<file path="src/rtl/psg_pkg.sv">
// rtl/psg_pkg.sv - shared constants, mixer state encoding and arithmetic helpers for the PSG mixer
package psg_pkg;

  localparam int PAN_L = 0;
  localparam int PAN_R = 1;

  typedef enum logic [1:0] {
    ST_IDLE   = 2'd0,
    ST_ACCUM  = 2'd1,
    ST_FINISH = 2'd2
  } mix_state_e;

  function automatic int clog2(input int value);
    int r;
    r = 0;
    for (int v = value - 1; v > 0; v = v >> 1) begin
      r = r + 1;
    end
    return r;
  endfunction

  // Clamp a wide signed value into the range of a signed word of the given width.
  function automatic logic signed [63:0] saturate(input logic signed [63:0] value,
                                                  input int width);
    logic signed [63:0] max_v;
    logic signed [63:0] min_v;
    max_v = (64'sd1 <<< (width - 1)) - 64'sd1;
    min_v = -(64'sd1 <<< (width - 1));
    if (value > max_v) begin
      return max_v;
    end else if (value < min_v) begin
      return min_v;
    end
    return value;
  endfunction

endpackage

</file>
<file path="src/rtl/tt_um_accelshark_psg_mac.sv">
// rtl/tt_um_accelshark_psg_mac.sv - one channel accumulator: gated add of a shared signed product
module tt_um_accelshark_psg_mac #(
  parameter int PROD_W = 21,
  parameter int ACC_W  = 23
) (
  input  logic                     clk_i,
  input  logic                     rst_ni,
  input  logic                     ena_i,
  input  logic                     clr_i,
  input  logic                     add_i,
  input  logic signed [PROD_W-1:0] prod_i,
  output logic signed [ACC_W-1:0]  acc_o
);

  logic signed [ACC_W-1:0] acc_q;
  logic signed [ACC_W-1:0] acc_d;
  logic signed [ACC_W-1:0] prod_x;

  assign prod_x = ACC_W'(prod_i);

  always_comb begin
    acc_d = acc_q;
    if (clr_i) begin
      acc_d = '0;
    end else if (add_i) begin
      acc_d = acc_q + prod_x;
    end
  end

  always_ff @(posedge clk_i or negedge rst_ni) begin
    if (!rst_ni) begin
      acc_q <= '0;
    end else if (ena_i) begin
      acc_q <= acc_d;
    end
  end

  assign acc_o = acc_q;

endmodule

</file>
<file path="src/rtl/tt_um_accelshark_psg_mixer_seq.sv">
// rtl/tt_um_accelshark_psg_mixer_seq.sv - time-multiplexed stereo voice mixer, one voice per cycle
module tt_um_accelshark_psg_mixer_seq
  import psg_pkg::*;
#(
  parameter int VOICES   = 4,
  parameter int SAMPLE_W = 16,
  parameter int VOL_W    = 4
) (
  input  logic                       clk,
  input  logic                       rst_n,
  input  logic                       ena,
  input  logic                       start,
  input  logic [VOICES*SAMPLE_W-1:0] voice_sample,
  input  logic [VOICES*VOL_W-1:0]    voice_volume,
  input  logic [VOICES*2-1:0]        voice_pan,
  input  logic [1:0]                 master_atten,
  output logic signed [SAMPLE_W-1:0] mix_l,
  output logic signed [SAMPLE_W-1:0] mix_r,
  output logic                       mix_valid,
  output logic                       busy,
  output logic                       overrun
);

  localparam int IDX_W  = (clog2(VOICES) > 0) ? clog2(VOICES) : 1;
  localparam int PROD_W = SAMPLE_W + VOL_W + 1;
  localparam int ACC_W  = PROD_W + clog2(VOICES);
  localparam logic [IDX_W-1:0] LAST_IDX = IDX_W'(VOICES - 1);

  mix_state_e state_q, state_d;
  logic       accept, step, finish;

  logic [VOICES*SAMPLE_W-1:0] snap_sample_q;
  logic [VOICES*VOL_W-1:0]    snap_vol_q;
  logic [VOICES*2-1:0]        snap_pan_q;
  logic [1:0]                 atten_q;
  logic [IDX_W-1:0]           idx_q;

  logic signed [SAMPLE_W-1:0] mix_l_q, mix_r_q;
  logic                       mix_valid_q, overrun_q;

  always_comb begin
    state_d = state_q;
    accept  = 1'b0;
    step    = 1'b0;
    finish  = 1'b0;
    case (state_q)
      ST_IDLE: begin
        if (start) begin
          accept  = 1'b1;
          state_d = ST_ACCUM;
        end
      end
      ST_ACCUM: begin
        step = 1'b1;
        if (idx_q == LAST_IDX) begin
          state_d = ST_FINISH;
        end
      end
      ST_FINISH: begin
        finish  = 1'b1;
        state_d = ST_IDLE;
      end
      default: state_d = ST_IDLE;
    endcase
  end

  always_ff @(posedge clk or negedge rst_n) begin
    if (!rst_n) begin
      state_q <= ST_IDLE;
    end else if (ena) begin
      state_q <= state_d;
    end
  end

  // The product is formed once from the snapshot and shared by both channels.
  logic signed [SAMPLE_W-1:0] sample_cur;
  logic [VOL_W-1:0]           vol_cur;
  logic [1:0]                 pan_cur;
  logic signed [PROD_W-1:0]   samp_x, vol_x, prod;

  assign sample_cur = snap_sample_q[idx_q*SAMPLE_W +: SAMPLE_W];
  assign vol_cur    = snap_vol_q[idx_q*VOL_W +: VOL_W];
  assign pan_cur    = snap_pan_q[idx_q*2 +: 2];
  assign samp_x     = PROD_W'(sample_cur);
  assign vol_x      = {{(SAMPLE_W + 1){1'b0}}, vol_cur};
  assign prod       = samp_x * vol_x;

  logic signed [ACC_W-1:0] acc_l, acc_r;

  tt_um_accelshark_psg_mac #(
    .PROD_W (PROD_W),
    .ACC_W  (ACC_W)
  ) u_mac_l (
    .clk_i  (clk),
    .rst_ni (rst_n),
    .ena_i  (ena),
    .clr_i  (accept),
    .add_i  (step && pan_cur[PAN_L]),
    .prod_i (prod),
    .acc_o  (acc_l)
  );

  tt_um_accelshark_psg_mac #(
    .PROD_W (PROD_W),
    .ACC_W  (ACC_W)
  ) u_mac_r (
    .clk_i  (clk),
    .rst_ni (rst_n),
    .ena_i  (ena),
    .clr_i  (accept),
    .add_i  (step && pan_cur[PAN_R]),
    .prod_i (prod),
    .acc_o  (acc_r)
  );

  // Volume scale and master attenuation fold into one floor-rounding arithmetic shift.
  logic [7:0]         shamt;
  logic signed [63:0] wide_l, wide_r, sh_l, sh_r;

  assign shamt  = 8'(VOL_W) + {6'b0, atten_q};
  assign wide_l = 64'(acc_l);
  assign wide_r = 64'(acc_r);
  assign sh_l   = wide_l >>> shamt;
  assign sh_r   = wide_r >>> shamt;

  always_ff @(posedge clk or negedge rst_n) begin
    if (!rst_n) begin
      snap_sample_q <= '0;
      snap_vol_q    <= '0;
      snap_pan_q    <= '0;
      atten_q       <= '0;
      idx_q         <= '0;
      mix_l_q       <= '0;
      mix_r_q       <= '0;
      mix_valid_q   <= 1'b0;
      overrun_q     <= 1'b0;
    end else if (ena) begin
      mix_valid_q <= finish;
      if (accept) begin
        snap_sample_q <= voice_sample;
        snap_vol_q    <= voice_volume;
        snap_pan_q    <= voice_pan;
        atten_q       <= master_atten;
        idx_q         <= '0;
      end else if (step) begin
        idx_q <= (idx_q == LAST_IDX) ? '0 : idx_q + 1'b1;
      end
      if (finish) begin
        mix_l_q <= SAMPLE_W'(saturate(sh_l, SAMPLE_W));
        mix_r_q <= SAMPLE_W'(saturate(sh_r, SAMPLE_W));
      end
      if (start && (state_q != ST_IDLE)) begin
        overrun_q <= 1'b1;
      end
    end
  end

  assign mix_l     = mix_l_q;
  assign mix_r     = mix_r_q;
  assign mix_valid = mix_valid_q;
  assign busy      = (state_q != ST_IDLE);
  assign overrun   = overrun_q;

endmodule
</file>
<file path="config.mk">
export PLATFORM = sky130hd
export DESIGN_NAME = tt_um_accelshark_psg_mixer_seq
export DESIGN_NICKNAME = d
export VERILOG_FILES = /design/src/rtl/psg_pkg.sv /design/src/rtl/tt_um_accelshark_psg_mac.sv /design/src/rtl/tt_um_accelshark_psg_mixer_seq.sv
export SDC_FILE = /design/constraint.sdc
export NUM_CORES = 1
export LEC_CHECK = 0
export CAP_MARGIN = 25
export CELL_PAD_IN_SITES_DETAIL_PLACEMENT = 2
export CELL_PAD_IN_SITES_GLOBAL_PLACEMENT = 2
export CORE_MARGIN = 5
export CORE_UTILIZATION = 41
export DETAILED_ROUTE_END_ITERATION = 8
export PLACE_DENSITY_LB_ADDON = 0.25
export SLEW_MARGIN = 10
export SYNTH_ARGS = -nofsm -noshare
export SYNTH_HDL_FRONTEND = slang
export SYNTH_SLANG_ARGS = --single-unit
</file>
<file path="constraint.sdc">
create_clock -name clk -period 21.2 [get_ports clk]
set_input_delay 3.18 -clock clk [delete_from_list [all_inputs] [get_ports clk]]
set_output_delay 3.18 -clock clk [all_outputs]
set_load 0.02 [all_outputs]
</file>
==> out/qor.yml <==
cts_made_buffers: 17
drt-initial-drc-count: 365
initial_utilization: 0.4139
drv_cap: 0
clockBufferDepth: 2
status: "complete, no violations"
async_reset_ff_frac: 1.000
core_region_area_um2: 29560
synth.net_count: 1371
path_buf_inv: 3
die-width_um: 182.8
syn_area_um2: 12240
grt_pass1_vias: 10930
finalCritPeriodShare: 0.3602
grtUsageTotal: 0.2350
cts_tree: "yes"
yosys_most_used_dff: "dfrtp_1"
antennaDiodeCount: 0
cts_hold_buf: 0
skew_ns: 0.01890
cts_setup_buffers: 0
cp.required_ns: 21.56
layout_setup_ws_ns: 13.56
cp_max_fo: 25
period_needed_ns: 7.636
pre_cts_ws_ns: 13.84
cts_resized: 0
slew-limit-headroom: 0.2999
cts_num_sinks: 174
slew_violations: 0
seq_area_um2: 4355
synth_edf_count: 0
fill_cells: 3004
path_clk_slew_ns: 0.09
max_freq_mhz: 131.0
ys_ff_latch: 174
wl_per_cell_um: 23.02
worst_slew_pin_slew_ns: 1.050
area_growth_pct: 19.15
place_hpwl_um: 27490
yosys.area.top_type_share: 0.3559
start_kind: "register"
dpl_cell_area_um2: 13930
setup_viol: 0
antenna_found_initial: 0
cts_root_buf: "clkbuf_16"
drt-total-wl_um: 38520
yosysWarnings: 0
avgSynthCellArea_um2: 10.58
fin_area_um2: 14580
synthCells: 1157
synth_top_cell_by_area: "dfrtp_1"
ys_types: 58
critPathArrivalTime_ns: 8.00
final_cell_mix: "173 x dfrtp_1, 127 x clkdlybuf4s50_1, 96 x nand2_1"
ioPinCount: 129
vias: 9434
grt_first_pass_wirelength_um: 61940
drcViolationCount: 0
critical-path-max-stage-delay_ns: 0.73
synth_area_leaders: "dfrtp_1 36%, ha_1 8.7%, mux2_2 8.3%"
dr.pass1.iters: 4
clock_latency_ns: 0.46
fp.dieH_um: 182.8
place.port_buffers: 128
hold_viol_final: 0
drive_gt1_frac: 0.1473
gr-total-overflow: 0
die_area_um2: 33400
rows: 63
multiInputGateArea_um2: 7357
fin_setup_tns_ns: 0
grt_max_degree: 78
slowest_stage: "mux4_2"
crit_type: "reg -> reg"
setup.worst_path.end_class: "register"
rsz0062_at_grt: "false"
yosysSeqAreaShare: 0.3559
drtAntennaViolNets: 0
path_cells: "buf_4 > mux4_2 > and2_1 > ha_1 > fa_1 > inv_1 > fa_1 > inv_1 > ha_1 > nand2_1 > o21ai_0 > a41oi_1 > o21ai_0 > a21oi_1 > xnor2_1 > ha_1 > o21a_1 > o21ai_0 > nor3_1 > a2111o_1 > a311oi_1 > xor2_1 > o31ai_1"
final_common_cell: "dfrtp_1"
h-tree-depth: 4
hp-class: "reg -> reg"
gp_congestion: 0.8236
crit_family: "compound AO/OA/AOI/OAI gates"
via_per_inst: 5.639
finalNetCount: 1484
==> tightest hold or removal path, cell delays in order (launching register included) <==
cell and delay, ns:
dfrtp_1 0.34, nand2_1 0.05, o21ai_0 0.06
==> state kept, by name, indices dropped and copies added, names as in the netlist <==
name,cells
snap_sample_q,64
u_mac_l.acc_o,23
overrun,1
mix_r,16
mix_l,16
idx_q,2
mix_valid,1
atten_q,2
snap_pan_q,8
snap_vol_q,16
state_q,2
u_mac_r.acc_o,23
==> final timing paths <==
check / cells past startpoint / start / slack, ns / endpoint
max reg2reg: 23 / idx_q[0] / 13.56 / u_mac_r.acc_o[21]
min in group asynchronous: 1 / rst_n / 2.69 / mix_valid
max in group asynchronous: 3 / rst_n / 16.64 / snap_sample_q[13]
min: 2 / mix_l[0] / 0.48 / mix_l[0]
min reg2reg: 2 / mix_l[0] / 0.48 / mix_l[0]
max: 23 / idx_q[0] / 13.56 / u_mac_r.acc_o[21]
==> cell usage after synthesis (23+ instances only) <==
cell type and number:
a21o_1 28, o21ai_0 74, ha_1 85, inv_1 88, nor2_1 33, a22o_1 23
fa_1 35, dfrtp_1 174, nand2_1 96, mux4_2 39, mux2i_1 25, xnor2_1 36
and2_1 52, clkbuf_1 42, a21oi_1 63, mux2_2 90
==> layout make-up <==
cell class / count / share of cell area
Multi-Input combinational cell: 845 / 0.5046
Sequential cell: 174 / 0.2987
Timing Repair Buffer: 144 / 0.09629
Tap cell: 390 / 0.03347
Clock buffer: 17 / 0.02918
Inverter: 88 / 0.02266
Clock inverter: 15 / 0.01502
==> logic make-up (layout without fill, tap and decap cells) <==
logic type / count (synthesis) / count (layout) / share of synthesized area
adder cells (fa/ha/maj): 120 / 120 / 0.1442
flip-flops: 174 / 174 / 0.3559
AND/OR/NAND/NOR: 244 / 244 / 0.09694
AO/OA/AOI/OAI: 277 / 277 / 0.1489
multiplexers: 154 / 154 / 0.1751
buffers and inverters: 138 / 264 / 0.04326
XOR/XNOR: 50 / 50 / 0.03579
==> per-layer routing <==
metal / wire [um] / up-vias / GRT usage
met2: 20270 / 178 / 0.4349
met5: 0 / - / 0
met4: 749 / 0 / 0.06455
li1: - / 4364 / -
met3: 1293 / 46 / 0.02876
met1: 16200 / 4846 / 0.2892
==> metrics by stage <==
stage / hold WS [ns] / std cells / util
after floorplan: 0.4498 / 1157 / -
after global placement: 0.4528 / 1637 / 0.4703
final: 0.4839 / 1673 / 0.4932
after detailed placement: 0.4659 / 1640 / 0.4712
after CTS: 0.4905 / 1672 / 0.4930
after global routing: 0.5123 / 1673 / 0.4932
Power is left out: the tool's default activity adds up to more than one toggle a clock period on the data nets, which glitch-free logic cannot reach.
